===== src/rtl/stopwatch_tx_formatter.sv =====
// Formats a snapshot of the stopwatch digits as "M:SS.T[\r\n]".
// The bytes are handed to uart_tx one at a time using its tx_start / tx_done_tick handshake.
module stopwatch_tx_formatter #(
  parameter bit         APPEND_CRLF = 1'b1,
  parameter logic [7:0] SEP_MIN     = 8'h3A,
  parameter logic [7:0] SEP_FRAC    = 8'h2E
) (
  input  logic       clk,
  input  logic       reset,
  input  logic       send,
  input  logic [3:0] d3,
  input  logic [3:0] d2,
  input  logic [3:0] d1,
  input  logic [3:0] d0,
  input  logic       tx_done_tick,
  output logic       tx_start,
  output logic [7:0] tx_data,
  output logic       busy,
  output logic       done_tick
);

  typedef enum logic [1:0] {IDLE, LOAD, WAIT, FIN} state_t;

  localparam logic [2:0] LAST_IDX = APPEND_CRLF ? 3'd7 : 3'd5;

  state_t      state, state_next;
  logic [2:0]  idx, idx_next;
  logic [15:0] snap, snap_next;
  logic        tx_start_next, busy_next, done_next;
  logic [7:0]  tx_data_next;

  function automatic logic [7:0] to_ascii(input logic [3:0] d);
    logic [7:0] a;
    if (d <= 4'd9) a = 8'h30 + {4'h0, d};
    else           a = 8'h3F;
    return a;
  endfunction

  function automatic logic [7:0] msg_byte(input logic [2:0] i, input logic [15:0] digits);
    logic [7:0] b;
    case (i)
      3'd0:    b = to_ascii(digits[15:12]);
      3'd1:    b = SEP_MIN;
      3'd2:    b = to_ascii(digits[11:8]);
      3'd3:    b = to_ascii(digits[7:4]);
      3'd4:    b = SEP_FRAC;
      3'd5:    b = to_ascii(digits[3:0]);
      3'd6:    b = 8'h0D;
      3'd7:    b = 8'h0A;
      default: b = 8'h00;
    endcase
    return b;
  endfunction

  // State and output registers
  always_ff @(posedge clk) begin
    if (reset) begin
      state     <= IDLE;
      idx       <= 3'd0;
      snap      <= 16'h0000;
      tx_start  <= 1'b0;
      tx_data   <= 8'h00;
      busy      <= 1'b0;
      done_tick <= 1'b0;
    end else begin
      state     <= state_next;
      idx       <= idx_next;
      snap      <= snap_next;
      tx_start  <= tx_start_next;
      tx_data   <= tx_data_next;
      busy      <= busy_next;
      done_tick <= done_next;
    end
  end

  // Next-state logic; output values are computed one cycle ahead so that every output is registered
  always_comb begin
    state_next    = state;
    idx_next      = idx;
    snap_next     = snap;
    tx_start_next = 1'b0;
    tx_data_next  = tx_data;
    busy_next     = busy;
    done_next     = 1'b0;
    case (state)
      IDLE: begin
        if (send) begin
          snap_next     = {d3, d2, d1, d0};
          idx_next      = 3'd0;
          state_next    = LOAD;
          busy_next     = 1'b1;
          tx_start_next = 1'b1;
          tx_data_next  = msg_byte(3'd0, {d3, d2, d1, d0});
        end else begin
          state_next = IDLE;
        end
      end
      LOAD: begin
        state_next = WAIT;
      end
      WAIT: begin
        if (tx_done_tick) begin
          if (idx == LAST_IDX) begin
            state_next = FIN;
            done_next  = 1'b1;
          end else begin
            idx_next      = idx + 3'd1;
            state_next    = LOAD;
            tx_start_next = 1'b1;
            tx_data_next  = msg_byte(idx + 3'd1, snap);
          end
        end else begin
          state_next = WAIT;
        end
      end
      FIN: begin
        state_next = IDLE;
        busy_next  = 1'b0;
      end
      default: begin
        state_next = IDLE;
        busy_next  = 1'b0;
      end
    endcase
  end

endmodule


===== config.mk =====
export PLATFORM = sky130hd
export DESIGN_NAME = stopwatch_tx_formatter
export DESIGN_NICKNAME = d
export VERILOG_FILES = /design/src/rtl/stopwatch_tx_formatter.sv
export SDC_FILE = /design/constraint.sdc
export NUM_CORES = 1
export LEC_CHECK = 0
export ABC_CLOCK_PERIOD_IN_PS = 3200
export CAP_MARGIN = 5
export CORE_MARGIN = 2
export CORE_UTILIZATION = 54
export DETAILED_ROUTE_END_ITERATION = 8
export PLACE_DENSITY_LB_ADDON = 0.25
export SLEW_MARGIN = 20
export SYNTH_ARGS = -nofsm -noshare
export SYNTH_HDL_FRONTEND = slang
export SYNTH_SLANG_ARGS = --single-unit

===== constraint.sdc =====
create_clock -name clk -period 3.2 [get_ports clk]
set_input_delay 0.48 -clock clk [delete_from_list [all_inputs] [get_ports clk]]
set_output_delay 0.48 -clock clk [all_outputs]
set_load 0.05 [all_outputs]

==> flow_metrics.env, run 1 <==
export IMPL_post_cts_resized=0
export IMPL_route_vias_total=1455
export IMPL_synth_cell_area_um2=1535
export IMPL_ant_nets=0
export IMPL_regArea_um2=600.6
export IMPL_multi_input_area_um2=829.5
export IMPL_crit_fanout=14
export IMPL_finalCriticalPeriod_ps=2222
export IMPL_crit_top_cell="ha_1"
export IMPL_final_setup_skew_ps=12.55
export IMPL_post_cts_setup_buffers=0
export IMPL_synth_edf_count=0
export IMPL_worstPathRequired_ps=3400
export IMPL_grt_pass1_wl_um=5844
export IMPL_rsz0062_at_grt="no"
export IMPL_hold_viol_final=0
export IMPL_max_freq_mhz=450.1
export IMPL_ys_ff_latch=30
export IMPL_clk_latency_ps=330
export IMPL_setup_viol=0
export IMPL_crit_type="flop to flop"
export IMPL_avgSynthCellArea_um2=7.833
export IMPL_numPortBuffers=28
export IMPL_post_dp_hpwl_um=2605
export IMPL_worstHoldPathCells=2
export IMPL_num_io_pins=31
export IMPL_clk_pin_slew_ps=100
export IMPL_mostFrequentLayoutCells="40 x nand2_1, 30 x dfxtp_1, 29 x a21oi_1"
export IMPL_routabilityCongestion=0.9043
export IMPL_overflow=0
export IMPL_slew_viol_final=0
export IMPL_rows=19
export IMPL_r2r_cells=6
export IMPL_viasPerCell=5.751
export IMPL_synthDistinctLibCells=41
export IMPL_grt_pass1_vias=1377
export IMPL_dieHeight_um=57.32
export IMPL_wl_per_cell_um=14.15
export IMPL_cp_arrival_ps=2420
export IMPL_cp_cell_sequence="ha_1 -> ha_1 -> nor4bb_1 -> a211oi_1 -> o311ai_0 -> a311oi_1"
export IMPL_endpoint_kind="flop"
export IMPL_hold_class="flop to flop"
export IMPL_hold_buffers=0
export IMPL_layout_commonest_cell="nand2_1"
export IMPL_clock_path_buffers=2
export IMPL_fillerInstances=243
export IMPL_maxCapViolCount=0
export IMPL_cp_start_kind="flop"
export IMPL_antenna_found_initial=0
export IMPL_slew_headroom=0.6638
export IMPL_synthCells=196
export IMPL_synth_main_ff_cell="dfxtp_1"
export IMPL_vdd_drop_max_v=0.0003547
export IMPL_final_nets=248
export IMPL_grt_usage=0.2319
export IMPL_grt_start_max_net_pins=23
export IMPL_first_iter_violations=57
export IMPL_clockRootBuffer="clkbuf_4"
export IMPL_cts_tree="yes"
export IMPL_cts_buffers=5
export IMPL_routed_wl_um=3579
export IMPL_cp_slowest_cell="ha_1"
export IMPL_h_tree_depth=2
export IMPL_coreArea_um2=2734
export IMPL_start_util=0.5616
export IMPL_status="complete, no violations"
export IMPL_power_density_nw_per_um2=434.1
export IMPL_p_leak_uw=0.0006945
export IMPL_dieArea_um2=3286
export IMPL_tritoncts_num_sinks=30
export IMPL_finalCritPeriodShare=0.6944
export IMPL_drcViolationCount=0
export IMPL_drive_gt1_frac=0.06757
export IMPL_critPathMaxStageDelay_ps=530
export IMPL_worst_slew_pin_slew_ps=502.8
export IMPL_drt_first_pass_iters=4
export IMPL_ys_async_sr_fraction=0
export IMPL_area_growth_pct=20.46
export IMPL_totalNegativeSetupSlack_ps=0
export IMPL_num_antenna_cells=0
export IMPL_ys_warn_count=0
export IMPL_ys_seq_area_frac=0.3912
export IMPL_post_route_util=0.6764
export IMPL_die_x_um=57.32
cells by family (layout without fill, tap and decap cells):
kind of cell,Yosys count,in the layout,share of synthesized area
flops,30,30,0.3912
mux,1,1,0.006520
other cells,1,2,0.002443
buf+inv,22,47,0.07090
fa+ha+maj,6,6,0.04890
compound gates,55,55,0.2143
simple gates,81,81,0.2657
cell type report:
| type | instances | share of cell area |
|---|---|---|
| multi-input cells | 145 | 0.4486 |
| flip-flops and latches | 30 | 0.3248 |
| repair buffers | 30 | 0.1597 |
| well taps | 31 | 0.02097 |
| clock buffers | 5 | 0.02030 |
| inverters | 10 | 0.02030 |
| clock inverters | 2 | 0.005413 |
stage by stage:
step	hold slack [ps]	cells	setup WS (ps)	cell area, µm²	total power [µW]
6_report	459.2	253	978.1	1849	802.8
3_5_place_dp	448.4	246	1008	1802	602.8
5_1_grt	482.8	253	888.2	1849	839.6
4_1_cts	461.9	253	1057	1849	807.2
2_1_floorplan	433.2	197	1409	1539	540.6
3_3_place_gp	447.7	246	1076	1802	596.8
metal layers:
layer	wire [µm]	part of all wire	global-route usage	vias up
met4	75	0.021	0.1362	0
met2	1785	0.50	0.3826	55
met1	1486	0.42	0.2731	659
met3	231	0.065	0.05669	9
li1	-	-	-	732
met5	0	0	0	-
where the power goes:
part | internal (µW) | switching [µW] | leakage (µW)
logic | 70.0 | 104 | 0.000417
clock network | 78.8 | 129 | 0.0000308
registers | 399 | 22.3 | 0.000247
critical path, delay by kind of cell, from the launching register on:
family,cells,cell delay (ps)
AOI/OAI and AO/OA,3,560
adders and majority gates,2,780
DFF,1,370
and+or+nand+nor,1,370
path summary, 6_finish.rpt:
path	startpoint	to	slack, ps
max	idx[0]$_SDFFE_PP0P_	tx_data[3]$_SDFFE_PP0P_	980
min	snap[0]$_SDFFE_PP0P_	snap[0]$_SDFFE_PP0P_	460
max reg2reg	idx[0]$_SDFFE_PP0P_	tx_data[3]$_SDFFE_PP0P_	980
min reg2reg	snap[0]$_SDFFE_PP0P_	snap[0]$_SDFFE_PP0P_	460
synth_stat cells (all sizes together), types with 4 or more instances:
library cell,number,area [µm²]
inv,10,37.54
ha,6,75.07
nor4,4,37.53
clkbuf,4,15.01
buf,8,56.30
dfxtp,30,600.6
a21oi,29,145.1
nor3,6,30.03
nand2,41,156.4
nor2,12,45.04
o21ai,9,45.04
sequential cells by signal, summed over array words and instances (netlist names):
register	cells
done_tick	1
state	2
tx_data	6
busy	1
tx_start	1
idx	3
snap	16
Power figures use the tool's default switching activity.
==> run 2, diff against run 1 <==
--- a/config.mk
+++ b/config.mk
@@ -5,10 +5,10 @@
 export SDC_FILE = /design/constraint.sdc
 export NUM_CORES = 1
 export LEC_CHECK = 0
-export ABC_CLOCK_PERIOD_IN_PS = 3200
+export ABC_CLOCK_PERIOD_IN_PS = 1900
 export CAP_MARGIN = 5
 export CORE_MARGIN = 2
-export CORE_UTILIZATION = 54
+export CORE_UTILIZATION = 45
 export DETAILED_ROUTE_END_ITERATION = 8
 export PLACE_DENSITY_LB_ADDON = 0.25
 export SLEW_MARGIN = 20
==> constraint.sdc (replaced) <==
create_clock -name clk -period 1.9 [get_ports clk]
set_input_delay 0.285 -clock clk [delete_from_list [all_inputs] [get_ports clk]]
set_output_delay 0.285 -clock clk [all_outputs]
set_load 0.05 [all_outputs]
==> run 2 against run 1 <==
Largest cell class unchanged. Clock-buffer cell count is 2 higher. Core utilization is 6.2 points lower. Non-clock buffer count rose by 13. Sequential power increased by 68%. Combinational power grew 83%. Critical endpoint is now tx_data[2]$_SDFFE_PP0P_. Maximum frequency rose by 23%. Clock skew decreased by 4.4 ps. Worst hold slack barely moved. Critical path depth up 2.
==> flow_metrics.env, run 2 (same netlist as run 1, synthesis figures left out) <==
export IMPL_net_switching_power_uw=437.3
export IMPL_status="complete, no violations"
export IMPL_p_leak_uw=0.0007599
export IMPL_finalCritPeriodShare=0.9512
export IMPL_seq_power_share=0.497
export IMPL_final_nets=261
export IMPL_tritoncts_num_sinks=30
export IMPL_overflow=0
export IMPL_numPortBuffers=28
export IMPL_clk_latency_ps=330
export IMPL_cp_arrival_ps=2020
export IMPL_rsz0062_at_grt="no"
export IMPL_hold_class="flop to flop"
export IMPL_h_tree_depth=2
export IMPL_drt_met1_wl_um=1724
export IMPL_clkPwrFrac=0.279
export IMPL_first_iter_violations=84
export IMPL_routed_top_layer="met4"
export IMPL_wl_met3_um=149
export IMPL_post_route_util=0.6141
export IMPL_worstPathRequired_ps=2110
export IMPL_setup_viol=0
export IMPL_rows=21
export IMPL_grt_pass1_vias=1328
export IMPL_antenna_found_initial=0
export IMPL_switching_share=0.3069
export IMPL_drt_first_pass_iters=4
export IMPL_wl_per_cell_um=12.88
export IMPL_pwr_share_comb=0.224
export IMPL_endpoint_kind="flop"
export IMPL_ant_nets=0
export IMPL_fillerInstances=323
export IMPL_mostFrequentLayoutCells="40 x nand2_1, 30 x dfxtp_1, 28 x a21oi_1, 28 x clkdlybuf4s50_1, 15 x buf_4"
export IMPL_power_density_nw_per_um2=700.8
export IMPL_area_growth_pct=32.44
export IMPL_grt_start_max_net_pins=11
export IMPL_max_freq_mhz=553.3
export IMPL_slew_viol_final=0
export IMPL_finalCriticalPeriod_ps=1807
export IMPL_num_antenna_cells=0
export IMPL_crit_type="flop to flop"
export IMPL_grt_pass1_wl_um=5996
export IMPL_maxCapViolCount=0
export IMPL_whs_ps=459.4
export IMPL_largest_reg_flops=16
export IMPL_grt_usage=0.1947
export IMPL_layout_commonest_cell="nand2_1"
export IMPL_clockRootBuffer="clkbuf_4"
export IMPL_power_internal_uw=987.7
export IMPL_cts_buffers=5
export IMPL_routed_wl_um=3633
export IMPL_routabilityCongestion=0.8582
export IMPL_reg_top3="snap x16, tx_data x6, idx x3"
export IMPL_vdd_drop_max_v=0.0003902
export IMPL_die_x_um=62.41
export IMPL_post_dp_hpwl_um=2742
export IMPL_num_io_pins=31
export IMPL_dieArea_um2=3895
export IMPL_coreArea_um2=3311
export IMPL_hold_viol_final=0
export IMPL_viasPerCell=5.177
export IMPL_clk_pin_slew_ps=100
export IMPL_route_vias_total=1460
export IMPL_final_setup_skew_ps=8.131
export IMPL_drcViolationCount=0
export IMPL_drive_gt1_frac=0.1568
export IMPL_totalNegativeSetupSlack_ps=0
export IMPL_cp_start_kind="flop"
export IMPL_regMostFlops="snap"
export IMPL_cts_tree="yes"
export IMPL_dieHeight_um=62.41
export IMPL_crit_fanout=6
export IMPL_clock_path_buffers=2
export IMPL_dr_wl_met2_um=1707
export IMPL_start_util=0.4637
[run 2: final cells by class]
type                            instances  area [µm²]  area share
Inverter                               10       37.54     0.01846
Clock buffer                            7       55.05     0.02708
Timing Repair Buffer                   43       392.9      0.1932
Tap cell                               46       57.56     0.02831
Sequential cell                        30       600.6      0.2954
Multi-Input combinational cell        145       884.6      0.4351
Clock inverter                          1       5.005    0.002462
[run 2: critical path, stage by stage, from the launching register on]
cell     delay (ps)
dfxtp_1         330
buf_4           140
inv_1            80
ha_2            260
buf_4           160
nor3_1           50
a311o_1         330
nor3_1          220
o21ai_0         120
[run 2: routing by layer]
layer  vias to the layer above  track usage
li1                        754            -
met1                       672       0.2537
met2                        28       0.3051
met3                         6      0.05225
met4                         0      0.08056
met5                         -            0
[run 2: through the flow]
step / instances / area [µm²] / power [µW] / worst slack [ps]
2_1_floorplan: 197 / 1539 / 910.4 / 109.2
3_3_place_gp: 274 / 1918 / 1029 / 60.77
3_5_place_dp: 274 / 1918 / 1033 / -23.34
4_1_cts: 282 / 1978 / 1420 / 24.14
5_1_grt: 282 / 2033 / 1494 / 17.30
6_report: 282 / 2033 / 1425 / 92.78
[run 2: path summary, 6_finish.rpt]
| check | startpoint | endpoint | slack [ps] | cells past startpoint |
|---|---|---|---|---|
| setup reg to reg | idx[0]$_SDFFE_PP0P_ | tx_data[2]$_SDFFE_PP0P_ | 90 | 8 |
| hold / removal | snap[0]$_SDFFE_PP0P_ | snap[0]$_SDFFE_PP0P_ | 460 | 2 |
| hold reg to reg | snap[0]$_SDFFE_PP0P_ | snap[0]$_SDFFE_PP0P_ | 460 | 2 |
| setup / recovery | idx[0]$_SDFFE_PP0P_ | tx_data[2]$_SDFFE_PP0P_ | 90 | 8 |
[run 2: timing repair]
item                                    in CTS  in global routing
endpoints found under the setup margin       1                  5
buffers inserted                             0                  0
resized for setup                            1                 11
hold buffers                                 0                  0
[run 2: power groups by stage]
stage / clock, µW / sequential, µW / combinational, µW
4_1_cts: 400 / 707 / 313
3_3_place_gp: 0 / 721 / 308
2_1_floorplan: 0 / 772 / 139
6_report: 398 / 709 / 319
5_1_grt: 434 / 714 / 345
3_5_place_dp: 0 / 721 / 311
==> run 3, diff against run 2 <==
--- a/config.mk
+++ b/config.mk
@@ -7,7 +7,7 @@
 export LEC_CHECK = 0
 export ABC_CLOCK_PERIOD_IN_PS = 1900
 export CAP_MARGIN = 5
-export CORE_MARGIN = 2
+export CORE_MARGIN = 10
 export CORE_UTILIZATION = 45
 export DETAILED_ROUTE_END_ITERATION = 8
 export PLACE_DENSITY_LB_ADDON = 0.25
==> run 3 against run 2 <==
Wire length rose by 13%. Power is 1.2% higher. Non-clock buffer count is 1 higher. Core utilization grew 2.3 points. Die area up 58%. Sequential share of layout area is 1.1 points lower. Largest cell class unchanged.
==> flow_metrics.env, run 3 (same netlist as run 1, synthesis figures left out) <==
export IMPL_status="complete, no violations"
export IMPL_tritoncts_num_sinks=30
export IMPL_fin_cells=283
export IMPL_crit_start="idx[0]$_SDFFE_PP0P_"
export IMPL_numPortBuffers=28
export IMPL_power_density_nw_per_um2=683.8
export IMPL_switching_share=0.3108
export IMPL_post_dp_hpwl_um=2965
export IMPL_r2r_start="idx[0]$_SDFFE_PP0P_"
export IMPL_endpoint_kind="flop"
export IMPL_cts_buffers=5
export IMPL_layout_commonest_cell="nand2_1"
export IMPL_rows=21
export IMPL_final_nets=262
export IMPL_maxCapViolCount=0
export IMPL_drt_first_pass_iters=4
export IMPL_largest_reg_flops=16
export IMPL_grt_pass1_wl_um=6361
export IMPL_clkPwrFrac=0.280
export IMPL_routed_wl_um=4112
export IMPL_coreArea_um2=3311
export IMPL_hold_class="flop to flop"
export IMPL_worst_slew_pin_slew_ps=501.5
export IMPL_start_util=0.4637
export IMPL_finalWorstSetupSlack_ps=88.44
export IMPL_num_io_pins=31
export IMPL_antenna_found_initial=0
export IMPL_first_iter_violations=74
export IMPL_setup_viol=0
export IMPL_seq_power_share=0.493
export IMPL_rr_endpoint="tx_data[1]$_SDFFE_PP0P_"
export IMPL_clock_path_buffers=2
export IMPL_vdd_drop_max_v=0.0005412
export IMPL_final_setup_skew_ps=6.176
export IMPL_finalCriticalPeriod_ps=1812
export IMPL_area_growth_pct=37.33
export IMPL_routabilityCongestion=0.8276
export IMPL_cp_start_kind="flop"
export IMPL_route_vias_total=1473
export IMPL_r2r_slack_ps=90
export IMPL_worstPathRequired_ps=2150
export IMPL_rsz0062_at_grt="no"
export IMPL_clk_pin_slew_ps=100
export IMPL_power_internal_uw=993.6
export IMPL_dieHeight_um=78.41
export IMPL_drcViolationCount=0
export IMPL_hold_viol_final=0
export IMPL_finalCritPeriodShare=0.9535
export IMPL_pwr_share_comb=0.227
export IMPL_ant_nets=0
export IMPL_h_tree_depth=2
export IMPL_placed_cells=275
export IMPL_dieArea_um2=6148
export IMPL_drive_gt1_frac=0.1688
export IMPL_grt_pass1_vias=1370
export IMPL_pre_cts_slack_ps=-60.81
export IMPL_grt_start_max_net_pins=19
export IMPL_cts_tree="yes"
export IMPL_slew_viol_final=0
export IMPL_crit_fanout=8
export IMPL_r2r_cells=7
export IMPL_viasPerCell=5.205
export IMPL_clockRootBuffer="clkbuf_4"
export IMPL_slew_headroom=0.6646
export IMPL_overflow=0
export IMPL_max_freq_mhz=552.0
export IMPL_crit_type="flop to flop"
export IMPL_die_x_um=78.41
export IMPL_num_antenna_cells=0
export IMPL_net_switching_power_uw=448.1
export IMPL_wl_per_cell_um=14.53
export IMPL_cp_arrival_ps=2060
export IMPL_p_leak_uw=0.0007892
export IMPL_regMostFlops="snap"
export IMPL_total_power_uw=1442
export IMPL_clk_latency_ps=340
export IMPL_crit_end="tx_data[1]$_SDFFE_PP0P_"
export IMPL_grt_usage=0.1271
export IMPL_reg_top3="snap x16, tx_data x6, idx x3"
export IMPL_mostFrequentLayoutCells="40 x nand2_1, 30 x dfxtp_1, 29 x a21oi_1"
-- run 3: critical path, stage by stage, from the launching register on --
cell and delay, ps:
dfxtp_1 330, ha_1 250, ha_2 210, nand4bb_4 240, buf_4 180, nand2_2 180, o21ai_0 100, a211oi_1 230
-- run 3: how the worst min path moves through the flow --
| stage | start | end | slack [ps] | cells past startpoint |
|---|---|---|---|---|
| after floorplan | d3[0] | snap[12]$_SDFFE_PP0P_ | 420 | 2 |
| after global placement | snap[0]$_SDFFE_PP0P_ | snap[0]$_SDFFE_PP0P_ | 450 | 2 |
| after detailed placement | snap[0]$_SDFFE_PP0P_ | snap[0]$_SDFFE_PP0P_ | 450 | 2 |
| after CTS | snap[0]$_SDFFE_PP0P_ | snap[0]$_SDFFE_PP0P_ | 460 | 2 |
| after global routing | d2[2] | snap[10]$_SDFFE_PP0P_ | 480 | 3 |
| final | snap[0]$_SDFFE_PP0P_ | snap[0]$_SDFFE_PP0P_ | 460 | 2 |
-- run 3: area by class of cell --
| cell class | count | area [µm²] |
|---|---|---|
| Clock inverter | 1 | 5.005 |
| Timing Repair Buffer | 44 | 412.9 |
| Tap cell | 46 | 57.56 |
| Inverter | 10 | 37.54 |
| Multi-Input combinational cell | 145 | 939.7 |
| Sequential cell | 30 | 600.6 |
| Clock buffer | 7 | 55.05 |
| Fill cell | 316 | 1202 |
-- run 3: what timing repair did --
item                       in CTS  in global routing
resized for setup               2                 16
setup endpoints to repair       1                  4
hold buffers                    0                  0
setup buffers                   0                  0
pin swaps                       0                  1
-- run 3: metal layers --
metal	global-route usage	share of wire
met3	0.05467	0.039
met2	0.1998	0.49
met4	0.04659	0.016
met5	0	0
met1	0.1504	0.45
-- run 3: stage by stage --
stage,cell area [µm²],utilization,setup TNS (ps),hold WS (ps)
finish,2108,0.6368,0,462.1
detailed placement,1938,0.5854,-60.81,448.8
CTS,2004,0.6054,0,462.2
floorplan,1539,-,0,421.0
global route,2108,0.6368,0,482.6
global placement,1938,0.5854,0,447.5
-- run 3: power by group through the flow --
stage | registers [µW] | logic (µW) | clock network (µW)
after floorplan | 772 | 139 | 0
after global placement | 720 | 316 | 0
after detailed placement | 722 | 319 | 0
after CTS | 708 | 320 | 408
after global routing | 716 | 354 | 441
final | 711 | 328 | 403
